<file path="config.mk">
export PLATFORM = sky130hd
export DESIGN_NAME = cdb_arbiter_flat
export DESIGN_NICKNAME = d
export VERILOG_FILES = /design/src/rtl/uarch_pkg.sv /design/src/rtl/cdb_arbiter_if.sv /design/src/rtl/rr_pick2.sv /design/src/rtl/cdb_arbiter.sv /design/src/flat_wrapper.sv
export SDC_FILE = /design/constraint.sdc
export NUM_CORES = 1
export LEC_CHECK = 0
export CAP_MARGIN = 20
export CORE_UTILIZATION = 48
export CTS_CLUSTER_SIZE = 25
export DETAILED_ROUTE_END_ITERATION = 8
export PLACE_DENSITY = 0.85
export SYNTH_ARGS = -nofsm -noshare
export SYNTH_HDL_FRONTEND = slang
export SYNTH_SLANG_ARGS = --single-unit
</file>
<file path="constraint.sdc">
create_clock -name clk -period 10 [get_ports clk]
set_input_delay 3 -clock clk [delete_from_list [all_inputs] [get_ports clk]]
set_output_delay 3 -clock clk [all_outputs]
set_load 0.01 [all_outputs]
</file>
<file path="src/rtl/uarch_pkg.sv">
// Shared micro-architecture types and constants for the result broadcast path.
// Contents:
//   writeback_packet_t  - result packet (valid flag, destination tag, result data)
//   CDB_PORTS, CDB_SRCS - number of broadcast ports and result sources
//   CDB_SRC_*           - source index constants used for grant/request vectors
package uarch_pkg;

   localparam int unsigned CDB_PORTS = 2;
   localparam int unsigned CDB_SRCS  = 4;
   localparam int unsigned TAG_W     = 6;
   localparam int unsigned DATA_W    = 32;

   localparam logic [1:0] CDB_SRC_ALU0   = 2'd0;
   localparam logic [1:0] CDB_SRC_ALU1   = 2'd1;
   localparam logic [1:0] CDB_SRC_MDU    = 2'd2;
   localparam logic [1:0] CDB_SRC_DCACHE = 2'd3;

   typedef struct packed {
      logic              is_valid;
      logic [TAG_W-1:0]  tag;
      logic [DATA_W-1:0] data;
   } writeback_packet_t;

endpackage

</file>
<file path="src/rtl/cdb_arbiter_if.sv">
// Result/grant handshake and broadcast bundle between execute and the CDB arbiter.
// Signals:
//   alu_result0/1, mdu_result, dcache_result - candidate results (master -> slave)
//   *_cdb_gnt                                - per-source grants  (slave -> master)
//   cdb_port0/1                              - registered broadcast (slave -> master)
interface cdb_arbiter_if;
   import uarch_pkg::*;

   writeback_packet_t alu_result0;
   writeback_packet_t alu_result1;
   writeback_packet_t mdu_result;
   writeback_packet_t dcache_result;
   logic              alu_cdb_gnt0;
   logic              alu_cdb_gnt1;
   logic              mdu_cdb_gnt;
   logic              dcache_cdb_gnt;
   writeback_packet_t cdb_port0;
   writeback_packet_t cdb_port1;

   modport master (
      output alu_result0, alu_result1, mdu_result, dcache_result,
      input  alu_cdb_gnt0, alu_cdb_gnt1, mdu_cdb_gnt, dcache_cdb_gnt,
      input  cdb_port0, cdb_port1
   );

   modport slave (
      input  alu_result0, alu_result1, mdu_result, dcache_result,
      output alu_cdb_gnt0, alu_cdb_gnt1, mdu_cdb_gnt, dcache_cdb_gnt,
      output cdb_port0, cdb_port1
   );

endinterface

</file>
<file path="src/rtl/rr_pick2.sv">
// Combinational two-winner picker over four requesters.
// Ports:
//   req      in  request vector, one bit per source index
//   ptr      in  priority pointer (first index scanned in round-robin mode)
//   win_a    out one-hot first winner (all-zero if none)
//   win_b    out one-hot second winner (all-zero if none)
//   ptr_next out pointer after this cycle: last winner + 1, or ptr when idle
// RR_ENABLE = 0 replaces the rotating scan with the fixed order 3, 2, 0, 1.
module rr_pick2
   import uarch_pkg::*;
#(
   parameter int unsigned RR_ENABLE = 1
) (
   input  logic [CDB_SRCS-1:0] req,
   input  logic [1:0]          ptr,
   output logic [CDB_SRCS-1:0] win_a,
   output logic [CDB_SRCS-1:0] win_b,
   output logic [1:0]          ptr_next
);

   function automatic logic [1:0] scan_idx(input logic [1:0] p, input logic [1:0] k);
      if (RR_ENABLE != 0) begin
         return p + k;  // wraps mod 4
      end
      case (k)
         2'd0:    return CDB_SRC_DCACHE;
         2'd1:    return CDB_SRC_MDU;
         2'd2:    return CDB_SRC_ALU0;
         default: return CDB_SRC_ALU1;
      endcase
   endfunction

   logic [1:0] idx;
   logic [1:0] last;
   logic       found_a;
   logic       found_b;

   always_comb begin
      win_a   = '0;
      win_b   = '0;
      found_a = 1'b0;
      found_b = 1'b0;
      last    = ptr;
      idx     = '0;
      for (int k = 0; k < CDB_SRCS; k++) begin
         idx = scan_idx(ptr, 2'(k));
         if (req[idx]) begin
            if (!found_a) begin
               win_a[idx] = 1'b1;
               found_a    = 1'b1;
               last       = idx;
            end else if (!found_b) begin
               win_b[idx] = 1'b1;
               found_b    = 1'b1;
               last       = idx;
            end
         end
      end
      ptr_next = found_a ? last + 2'd1 : ptr;
   end

endmodule

</file>
<file path="src/rtl/cdb_arbiter.sv">
// Arbitrates four result sources (alu0, alu1, mdu, dcache) onto two broadcast ports.
// Ports:
//   clk  in  clock
//   rst  in  asynchronous active-high reset
//   bus  slave side of cdb_arbiter_if: results in, same-cycle grants out,
//        cdb_port0/1 registered one cycle after the grant
// RR_ENABLE = 1 rotates priority past the last winner; 0 uses dcache > mdu > alu0 > alu1.
module cdb_arbiter
   import uarch_pkg::*;
#(
   parameter int unsigned RR_ENABLE = 1
) (
   input logic          clk,
   input logic          rst,
   cdb_arbiter_if.slave bus
);

   writeback_packet_t     src [CDB_SRCS];
   logic [CDB_SRCS-1:0]   req;
   logic [CDB_SRCS-1:0]   win_a;
   logic [CDB_SRCS-1:0]   win_b;
   logic [CDB_SRCS-1:0]   gnt;
   logic [1:0]            ptr_q;
   logic [1:0]            ptr_next;
   writeback_packet_t     port0_d;
   writeback_packet_t     port1_d;
   writeback_packet_t     port0_q;
   writeback_packet_t     port1_q;

   assign src[CDB_SRC_ALU0]   = bus.alu_result0;
   assign src[CDB_SRC_ALU1]   = bus.alu_result1;
   assign src[CDB_SRC_MDU]    = bus.mdu_result;
   assign src[CDB_SRC_DCACHE] = bus.dcache_result;

   always_comb begin
      req = '0;
      for (int i = 0; i < CDB_SRCS; i++) begin
         req[i] = src[i].is_valid;
      end
   end

   rr_pick2 #(
      .RR_ENABLE (RR_ENABLE)
   ) u_pick (
      .req      (req),
      .ptr      (ptr_q),
      .win_a    (win_a),
      .win_b    (win_b),
      .ptr_next (ptr_next)
   );

   // Grants depend only on the incoming requests and the pointer register.
   assign gnt = rst ? '0 : (win_a | win_b);

   assign bus.alu_cdb_gnt0   = gnt[CDB_SRC_ALU0];
   assign bus.alu_cdb_gnt1   = gnt[CDB_SRC_ALU1];
   assign bus.mdu_cdb_gnt    = gnt[CDB_SRC_MDU];
   assign bus.dcache_cdb_gnt = gnt[CDB_SRC_DCACHE];

   // One-hot select; with no winner the all-zero packet carries is_valid = 0.
   always_comb begin
      port0_d = '0;
      port1_d = '0;
      for (int i = 0; i < CDB_SRCS; i++) begin
         if (win_a[i]) port0_d = src[i];
         if (win_b[i]) port1_d = src[i];
      end
   end

   always_ff @(posedge clk or posedge rst) begin
      if (rst) begin
         ptr_q   <= '0;
         port0_q <= '0;
         port1_q <= '0;
      end else begin
         ptr_q   <= ptr_next;
         port0_q <= port0_d;
         port1_q <= port1_d;
      end
   end

   assign bus.cdb_port0 = port0_q;
   assign bus.cdb_port1 = port1_q;

endmodule

</file>
<file path="src/flat_wrapper.sv">
// flat-port wrapper written by rule: the top's interface ports become plain ports
module cdb_arbiter_flat import uarch_pkg::*;
#(
   parameter int unsigned RR_ENABLE = 1
)
  (clk, rst, bus_alu_result0, bus_alu_result1, bus_mdu_result, bus_dcache_result, bus_alu_cdb_gnt0, bus_alu_cdb_gnt1, bus_mdu_cdb_gnt, bus_dcache_cdb_gnt, bus_cdb_port0, bus_cdb_port1);
  cdb_arbiter_if bus_i ();
  input logic clk;
  input logic rst;
  input wire logic [$bits(bus_i.alu_result0)-1:0] bus_alu_result0;
  input wire logic [$bits(bus_i.alu_result1)-1:0] bus_alu_result1;
  input wire logic [$bits(bus_i.mdu_result)-1:0] bus_mdu_result;
  input wire logic [$bits(bus_i.dcache_result)-1:0] bus_dcache_result;
  output wire logic [$bits(bus_i.alu_cdb_gnt0)-1:0] bus_alu_cdb_gnt0;
  output wire logic [$bits(bus_i.alu_cdb_gnt1)-1:0] bus_alu_cdb_gnt1;
  output wire logic [$bits(bus_i.mdu_cdb_gnt)-1:0] bus_mdu_cdb_gnt;
  output wire logic [$bits(bus_i.dcache_cdb_gnt)-1:0] bus_dcache_cdb_gnt;
  output wire logic [$bits(bus_i.cdb_port0)-1:0] bus_cdb_port0;
  output wire logic [$bits(bus_i.cdb_port1)-1:0] bus_cdb_port1;
  assign bus_i.alu_result0 = bus_alu_result0;
  assign bus_i.alu_result1 = bus_alu_result1;
  assign bus_i.mdu_result = bus_mdu_result;
  assign bus_i.dcache_result = bus_dcache_result;
  assign bus_alu_cdb_gnt0 = bus_i.alu_cdb_gnt0;
  assign bus_alu_cdb_gnt1 = bus_i.alu_cdb_gnt1;
  assign bus_mdu_cdb_gnt = bus_i.mdu_cdb_gnt;
  assign bus_dcache_cdb_gnt = bus_i.dcache_cdb_gnt;
  assign bus_cdb_port0 = bus_i.cdb_port0;
  assign bus_cdb_port1 = bus_i.cdb_port1;
  cdb_arbiter #(.RR_ENABLE(RR_ENABLE)) u_core (.clk(clk), .rst(rst), .bus(bus_i));
endmodule
</file>
# --- After elaboration in Yosys (flattened, before gate mapping) ---
# Cells that the tools add are included.
totals:
  reg_bits: 80
  in_bits: 158
  out_inout_bits: 82
  elab_cells: 84
op_classes:
  add_sub_neg: 4
  n_lt_le_gt_ge: 8
  mux: 55
  bitwise: 6
  reduce_logical: 4
op_table:
  columns: ["op", "n"]
  rows:
  - ["$mux W39", 8]
  - ["$mux W4", 16]
  - ["$or A4 B4 Y4", 6]
  - ["$mux W1", 16]
  - ["$mux W2", 7]
  - ["$lt A2 B3 Y1 const B", 4]
  - ["$bmux W1 S2", 4]
  - ["$demux W1 S2", 4]
  - ["$ge A2 B1 Y1 const B", 4]
  - ["$add A2 B1 Y2 const B", 2]
  - ["$add A2 B2 Y2 const B", 2]
  - ["$logic_and A1 B1 Y1", 4]

# --- Longest topological paths before layout ---
# Gate-level depths: netlist of the first run.
logic_depth:
  word_depth: 19
  mapped_depth: 14
  ltp_nobuf: 9

# --- Hierarchy ---
# A second synthesis of the first run with hierarchy kept.
hier_totals:
  hier_cells: 518
  hier_area_um2: 4993.5
modules_own_cells:
  columns: ["mod", "instances", "cells_per_inst", "area_each_um2", "seq_area_each_um2"]
  rows:
  - ["cdb_arbiter", 1, 417, 4250.3, 2001.9]
  - ["rr_pick2", 1, 101, 743.2, 0.0]

# --- Worst setup path before layout of the first run ---
# No wires, ideal clock.
synth_path:
  path_type: "input-to-output"
  from: "input port bus_mdu_result[38]"
  to: "output port bus_alu_cdb_gnt1"
  t_arrival_ps: 4794
  required_time_ps: 7000
  setup_slack_ps: 2206
  path_stages: 9
  n_path_buf: 3
  path_cell_list: "buf_2 mux4_2 buf_6 a22oi_1 o22ai_1 a221oi_4 buf_6 nor2b_1 nor2_1"
synth_via:
  elab_chain_len: 15
  word_cells_on_any_way: 37
synth_lines:
  columns: ["item", "line_no", "source"]
  rows:
  - ["start: declaration", "flat_wrapper.sv:12", "input wire logic [$bits(bus_i.mdu_result)-1:0] bus_mdu_result;"]
  - ["$bmux W1 S2", "rr_pick2.sv:47", "if (req[idx]) begin"]
  - ["$mux W1 (not written as such)", "rr_pick2.sv:47", null]
  - ["$mux W1", "rr_pick2.sv:47", null]
  - ["$mux W4", "rr_pick2.sv:48", "if (!found_a) begin"]
  - ["$mux W4", "rr_pick2.sv:47", null]
  - ["$or A4 B4 Y4 (no source line)", null, null]
  - ["$mux W4", "rr_pick2.sv:52", "end else if (!found_b) begin"]
  - ["$mux W4", "rr_pick2.sv:48", null]
  - ["$mux W4", "rr_pick2.sv:47", null]
  - ["$or A4 B4 Y4 (no source line)", null, null]
  - ["$mux W4", "rr_pick2.sv:52", null]
  - ["$mux W4", "rr_pick2.sv:48", null]
  - ["$mux W4", "rr_pick2.sv:47", null]
  - ["$or A4 B4 Y4 *", "cdb_arbiter.sv:53", "assign gnt = rst ? '0 : (win_a | win_b);"]
  - ["$mux W4 *", "cdb_arbiter.sv:53", null]
  - ["end: declaration", "flat_wrapper.sv:15", "output wire logic [$bits(bus_i.alu_cdb_gnt1)-1:0] bus_alu_cdb_gnt1;"]
# Mark *: on every way between the ends. The rest lies on a longest branch, timed or not. The select of a mux whose other input is x is not followed.

# --- Worst setup path after layout of the first run ---
layout_path:
  from: "input port bus_alu_result0[38]"
  to: "output port bus_alu_cdb_gnt0"
layout_via:
  elab_chain_len: 15
  word_cells_on_any_way: 37
layout_lines:
  columns: ["item", "line_no", "source"]
  rows:
  - ["start: declaration", "flat_wrapper.sv:10", "input wire logic [$bits(bus_i.alu_result0)-1:0] bus_alu_result0;"]
  - ["$bmux W1 S2", "rr_pick2.sv:47", null]
  - ["$mux W1 (not written as such)", "rr_pick2.sv:47", null]
  - ["$mux W1", "rr_pick2.sv:47", null]
  - ["$mux W4", "rr_pick2.sv:48", null]
  - ["$mux W4", "rr_pick2.sv:47", null]
  - ["$or A4 B4 Y4 (no source line)", null, null]
  - ["$mux W4", "rr_pick2.sv:52", null]
  - ["$mux W4", "rr_pick2.sv:48", null]
  - ["$mux W4", "rr_pick2.sv:47", null]
  - ["$or A4 B4 Y4 (no source line)", null, null]
  - ["$mux W4", "rr_pick2.sv:52", null]
  - ["$mux W4", "rr_pick2.sv:48", null]
  - ["$mux W4", "rr_pick2.sv:47", null]
  - ["$or A4 B4 Y4 *", "cdb_arbiter.sv:53", null]
  - ["$mux W4 *", "cdb_arbiter.sv:53", null]
  - ["end: declaration", "flat_wrapper.sv:14", "output wire logic [$bits(bus_i.alu_cdb_gnt0)-1:0] bus_alu_cdb_gnt0;"]
# Marked as above.

==> flow_metrics.tcl, run 1 <==
set metrics [dict create \
    wl_met3_um 2041 \
    holdBufCountCts 0 \
    drc 0 \
    syn-num-nets 814 \
    cts_buffer_depth 2 \
    finalHoldViolCount 0 \
    synthCells 650 \
    leakage_nw 3.641 \
    path_max_fanout 40 \
    met1Wirelength_um 8708 \
    clkTransAtPathRegs_ns 0.06 \
    path_class "input pin to output port" \
    place_area_um2 8362 \
    clockRootBuffer "clkbuf_16" \
    grt_pass1_vias 6469 \
    worst_setup_path_end_kind "output port" \
    rsz0062_at_grt "no" \
    drv_cap 0 \
    ys.flop_type "dfrtp_1" \
    core_um2 12060 \
    crit_top_cell "nor2_1" \
    layout_common_cells "239 x clkdlybuf4s50_1, 89 x nor2_1, 80 x dfrtp_1" \
    post_drt_wl_per_cell_um 23.00 \
    synth_area_per_cell_um2 9.170 \
    power_frac_clock 0.093 \
    fin_setup_tns_ns 0 \
    cts_buffers 9 \
    cp.required_ns 7.00 \
    clock-sinks 80 \
    layout_setup_ws_ns 0.7700 \
    grt_pass1_wl_um 35570 \
    num_vias 6553 \
    final_cell_area_um2 8658 \
    seqPwrFrac 0.163 \
    period_minus_slack_ns 9.230 \
    start_util 0.4942 \
    pre_cts_slack_ns 0.8380 \
    area_growth_syn_to_layout_pct 45.26 \
    hpwl_um 15610 \
    synth_edf_count 0 \
    synth-seq-area-share 0.3359 \
    yosysWarnings 0 \
    boundaryPins 240 \
    antenna_found_initial 0 \
    insertion_delay_ns 0.34 \
    worst_pin_slew_ns 1.129 \
    io_buffers 239 \
    drt_wl_total_um 23390 \
    pwr_density_cell_nw_per_um2 416.7 \
    ys_types 58 \
    finClkSkew_ns 0.007643 \
    post_cts_buffers 0 \
    critPathLaunchType "input pin" \
    diodes 0 \
    layout_commonest_cell "clkdlybuf4s50_1" \
    ir_worst_vdd_v 0.0007094 \
    top_layer_used "met4" \
    crit_chain "clkdlybuf4s50_1 -> mux4_2 -> nor2_1 -> a22oi_1 -> o22a_1 -> buf_4 -> nand2_1 -> nor2_1 -> nor2_1 -> clkdlybuf4s50_1" \
    max_stage_delay_ns 0.81 \
    post-route-util 0.7178 \
    cts-resized-gates 0 \
    grt_max_degree 80 \
    die_h_um 113.4 \
    p_sw_frac 0.4832 \
    async_reset_ff_frac 1.000 \
    period_share 0.9230 \
    dr.pass1.iters 6 \
    slew_viol_final 0 \
    viasPerCell 6.443 \
    detail_route.iter0.violations 824 \
    grt_overflow 0 \
    combPwrFrac 0.744 \
    maxSlewHeadroom 0.2455 \
    ff_latch_area_um2 2002 \
    switching_power_mw 1.743 \
    row_count 40 \
    internal_power_mw 1.864 \
    gp_congestion 0.8942 \
    slowest_stage "clkdlybuf4s50_1" \
    setup_viol 0 \
    netlist_area_um2 5961 \
    die-area_um2 12870 \
    die_w_um 113.4 \
    fillers 853 \
    antenna_left 0 \
    ys_seq_elements 80 \
    hp-class "flip-flop to flip-flop" \
    arrival_ns 6.23 \
    dr_wl_met2_um 11370 \
    htreeDepth 3 \
    cts_tree "done" \
    multiInputGateArea_um2 3486 \
    fin_nets 1009 \
    outcome "completed" \
    clock.fmax_mhz 108.3 \
    grt_usage 0.3584 \
    drive_above_1_share 0.1013 \
]
[synthesized netlist by cell type, drive strengths merged, types with 2 or more instances]
master | count | area share
clkbuf | 35 | 0.022
a221oi | 82 | 0.16
inv | 48 | 0.030
nand2b | 2 | 0.0021
o22ai | 5 | 0.0052
buf | 32 | 0.037
o31ai | 40 | 0.050
nor2b | 6 | 0.0067
o211ai | 4 | 0.0050
nor2 | 89 | 0.056
mux2 | 4 | 0.0076
a21o | 2 | 0.0025
o22a | 2 | 0.0029
o311ai | 2 | 0.0029
mux2i | 47 | 0.080
dfrtp | 80 | 0.34
a21oi | 15 | 0.013
xnor2 | 2 | 0.0029
a22oi | 6 | 0.0076
ha | 6 | 0.013
and3b | 3 | 0.0044
nand2 | 57 | 0.036
mux4 | 4 | 0.015
o21ai | 3 | 0.0025
o2111ai | 2 | 0.0029
nand3 | 9 | 0.0076
a21boi | 40 | 0.050
[final timing paths]
| check | startpoint | endpoint | slack [ns] | cells after the start |
|---|---|---|---|---|
| min in group asynchronous | rst | u_core.bus.cdb_port0[1] | 3.13 | 2 |
| setup / recovery | bus_alu_result0[38] | bus_alu_cdb_gnt0 | 0.77 | 10 |
| max in group asynchronous | rst | u_core.bus.cdb_port0[10] | 5.76 | 3 |
| hold reg to reg | u_core.ptr_q[0] | u_core.ptr_q[0] | 0.82 | 3 |
| hold / removal | u_core.ptr_q[0] | u_core.ptr_q[0] | 0.82 | 3 |
| setup reg to reg | u_core.ptr_q[1] | u_core.bus.cdb_port1[11] | 5.01 | 10 |
[flip-flops by register name, indices dropped and copies added, names as in the netlist]
name,cells
u_core.bus.cdb_port0,39
u_core.ptr_q,2
u_core.bus.cdb_port1,39
[through the flow]
step	total power [mW]	hold WS (ns)	cells
6_report	3.608	0.8198	1017
5_1_grt	3.791	0.9282	1017
4_1_cts	3.567	0.8176	1017
3_5_place_dp	3.229	0.8087	1002
3_3_place_gp	3.149	0.7967	1002
2_1_floorplan	2.384	0.9350	650
[worst max-delay path, delay by kind of cell]
kind / cells / cell delay [ns]
multiplexers: 1 / 0.75
buffers and inverters: 3 / 1.63
AO/OA/AOI/OAI: 2 / 0.32
AND/OR/NAND/NOR: 4 / 0.52
[per-layer routing]
metal,vias up,GRT usage
li1,2813,-
met1,3172,0.4198
met2,474,0.6061
met3,94,0.07651
met4,0,0.2149
met5,-,0
[area by class of cell]
type                    instances  share of cell area
multi-input cells             455              0.4026
repair buffers                251              0.2867
flip-flops and latches         80              0.2312
clock buffers                  10             0.02760
well taps                     168             0.02428
inverters                      48             0.02095
clock inverters                 5            0.006647
[cells by family after synthesis]
| family | Yosys count | synth area share |
|---|---|---|
| AO/OA/AOI/OAI | 217 | 0.3333 |
| multiplexers | 55 | 0.1029 |
| XOR/XNOR | 2 | 0.002939 |
| AND/OR/NAND/NOR | 175 | 0.1236 |
| flip-flops | 80 | 0.3359 |
| adder cells (fa/ha/maj) | 6 | 0.01259 |
| buffers and inverters | 115 | 0.08879 |
[power by group through the flow]
| stage | clock, mW | sequential [mW] | combinational (mW) |
|---|---|---|---|
| after floorplan | 0 | 0.660 | 1.72 |
| after global placement | 0 | 0.585 | 2.56 |
| after detailed placement | 0 | 0.592 | 2.64 |
| after CTS | 0.334 | 0.586 | 2.65 |
| after global routing | 0.350 | 0.600 | 2.84 |
| final | 0.336 | 0.587 | 2.69 |
Note: power is estimated with default switching activity, not from simulation.
==> inputs of run 2 (changes only) <==
--- a/config.mk
+++ b/config.mk
@@ -6,10 +6,10 @@
 export NUM_CORES = 1
 export LEC_CHECK = 0
 export CAP_MARGIN = 20
-export CORE_UTILIZATION = 48
+export CORE_UTILIZATION = 46
 export CTS_CLUSTER_SIZE = 25
 export DETAILED_ROUTE_END_ITERATION = 8
-export PLACE_DENSITY = 0.85
+export PLACE_DENSITY = 0.82
 export SYNTH_ARGS = -nofsm -noshare
 export SYNTH_HDL_FRONTEND = slang
 export SYNTH_SLANG_ARGS = --single-unit
==> run 2 against run 1 <==
Via count is 2.6% lower. Die area is 4.3% higher. Setup slack worse by 0.0051 ns. Cell area is 0.16% lower. Clock skew hardly changed. Critical path type unchanged. Largest cell class unchanged. Highest routed layer unchanged.
==> flow_metrics.tcl, run 2 (synthesized netlist as in run 1, its figures left out) <==
set metrics [dict create \
    min_to "u_core.ptr_q[0]" \
    grt_max_degree 80 \
    clkTransAtPathRegs_ns 0.06 \
    outcome "completed" \
    period_share 0.9235 \
    detail_route.iter0.violations 573 \
    post-route-util 0.6850 \
    pre_cts_slack_ns 0.7858 \
    leakage_nw 3.646 \
    io_buffers 239 \
    drv_cap 0 \
    period_minus_slack_ns 9.235 \
    grt_pass1_vias 6438 \
    hpwl_um 14760 \
    hold_start "u_core.ptr_q[0]" \
    die_h_um 115.8 \
    combPwrFrac 0.748 \
    gp_congestion 0.8828 \
    clock-sinks 80 \
    boundaryPins 240 \
    row_count 41 \
    die_w_um 115.8 \
    pwr_density_cell_nw_per_um2 411.6 \
    clockRootBuffer "clkbuf_16" \
    path_class "input pin to output port" \
    slowest_stage "clkdlybuf4s50_1" \
    cts_buffer_depth 2 \
    p_sw_frac 0.4816 \
    worst_r2r_endpoint "u_core.bus.cdb_port0[4]" \
    cts_tree "done" \
    holdBufCountCts 0 \
    r2r_slack_ns 4.78 \
    whs_path_depth 3 \
    grt_pass1_wl_um 33540 \
    core_um2 12620 \
    ir_worst_vdd_v 0.0007491 \
    arrival_ns 6.24 \
    cts_buffers 9 \
    power_frac_clock 0.087 \
    slew_viol_final 0 \
    multiInputGateArea_um2 3478 \
    dr.pass1.iters 6 \
    post_drt_wl_per_cell_um 21.70 \
    viasPerCell 6.239 \
    start_util 0.4723 \
    switching_power_mw 1.714 \
    grt_overflow 0 \
    antenna_left 0 \
    path_buf_inv 2 \
    hp-class "flip-flop to flip-flop" \
    area_growth_syn_to_layout_pct 45.03 \
    htreeDepth 3 \
    post_cts_buffers 0 \
    crit_chain "clkdlybuf4s50_1 -> nor2b_1 -> mux2i_1 -> o41ai_4 -> a21boi_4 -> nand2_1 -> nor2_1 -> nor2_1 -> clkdlybuf4s50_1" \
    critPathTopFamily "buffers and inverters" \
    path_max_fanout 40 \
    clock.fmax_mhz 108.3 \
    num_vias 6383 \
    drt_wl_total_um 22200 \
    drc 0 \
    ff2ff_path_depth 10 \
    diodes 0 \
    cp.required_ns 7.00 \
    worst_pin_slew_ns 1.082 \
    die-area_um2 13420 \
    rsz0062_at_grt "no" \
    insertion_delay_ns 0.33 \
    antenna_found_initial 0 \
    fin_setup_tns_ns 0 \
    cts-resized-gates 0 \
    fin_nets 1010 \
    maxSlewHeadroom 0.2774 \
    layout_commonest_cell "clkdlybuf4s50_1" \
    max_stage_delay_ns 0.90 \
    finClkSkew_ns 0.007667 \
    setup_viol 0 \
    critPathLaunchType "input pin" \
    fillers 997 \
    holdWs_ns 0.8222 \
    ff_latch_area_um2 2002 \
    finalHoldViolCount 0 \
    grt_usage 0.3271 \
    internal_power_mw 1.845 \
    layout_setup_ws_ns 0.7649 \
    layout_common_cells "239 x clkdlybuf4s50_1, 89 x nor2_1, 80 x dfrtp_1" \
    drive_above_1_share 0.09988 \
    r2r-start "u_core.ptr_q[1]" \
    worst_setup_path_end_kind "output port" \
    seqPwrFrac 0.165 \
]
-- run 2: cell count changes in the layout (fill, tap and decap cells not counted) --
cell        before  now
nand3_2          0    1
clkbuf_8         1    2
bufinv_16        1    0
clkinv_4         0    1
nand3_4          1    0
clkinvlp_4       3    0
buf_4           12   13
clkbuf_1         0    3
-- run 2: metrics by stage --
| stage | total power [mW] | instances | cell area [um^2] |
|---|---|---|---|
| 2_1_floorplan | 2.384 | 650 | 5961 |
| 3_3_place_gp | 3.140 | 1007 | 8367 |
| 3_5_place_dp | 3.208 | 1007 | 8367 |
| 4_1_cts | 3.521 | 1023 | 8645 |
| 5_1_grt | 3.773 | 1023 | 8645 |
| 6_report | 3.558 | 1023 | 8645 |
-- run 2: area by class of cell --
type / instances / share of cell area
Multi-Input combinational cell: 455 / 0.4024
Timing Repair Buffer: 252 / 0.2880
Sequential cell: 80 / 0.2316
Clock buffer: 14 / 0.03054
Tap cell: 172 / 0.02490
Inverter: 48 / 0.02099
Clock inverter: 2 / 0.001592
-- run 2: worst register-to-register path: stages, from the launching register on --
cell and delay [ns]:
dfrtp_1 0.84, inv_1 0.33, ha_1 0.76, mux4_2 0.54, nand3_1 0.14, a21oi_1 0.11, a2111oi_4 0.35, buf_4 0.51
nor2b_4 0.80, buf_4 0.52, a221oi_1 0.19
-- run 2: layer usage --
layer,vias to the layer above,part of all wire,GRT usage
li1,2816,-,-
met5,-,0,0
met2,388,0.50,0.5615
met1,3110,0.37,0.3836
met4,0,0.042,0.1932
met3,69,0.085,0.05701
-- run 2: power groups by stage --
| stage | clock network (mW) | registers [mW] | logic (mW) |
|---|---|---|---|
| finish | 0.310 | 0.588 | 2.66 |
| floorplan | 0 | 0.660 | 1.72 |
| global route | 0.327 | 0.602 | 2.84 |
| global placement | 0 | 0.588 | 2.55 |
| CTS | 0.313 | 0.587 | 2.62 |
| detailed placement | 0 | 0.593 | 2.62 |
-- run 2: worst max-delay path by stage --
| stage | from | to | slack, ns | depth (start not counted) |
|---|---|---|---|---|
| final | bus_mdu_result[38] | bus_alu_cdb_gnt0 | 0.76 | 9 |
| after global routing | bus_mdu_result[38] | bus_alu_cdb_gnt0 | 0.54 | 9 |
| after CTS | bus_mdu_result[38] | bus_alu_cdb_gnt0 | 0.79 | 9 |
| after detailed placement | bus_mdu_result[38] | bus_alu_cdb_gnt0 | 0.79 | 9 |
| after global placement | bus_mdu_result[38] | bus_alu_cdb_gnt0 | 0.84 | 8 |
| after floorplan | bus_mdu_result[38] | bus_alu_cdb_gnt1 | 2.21 | 9 |
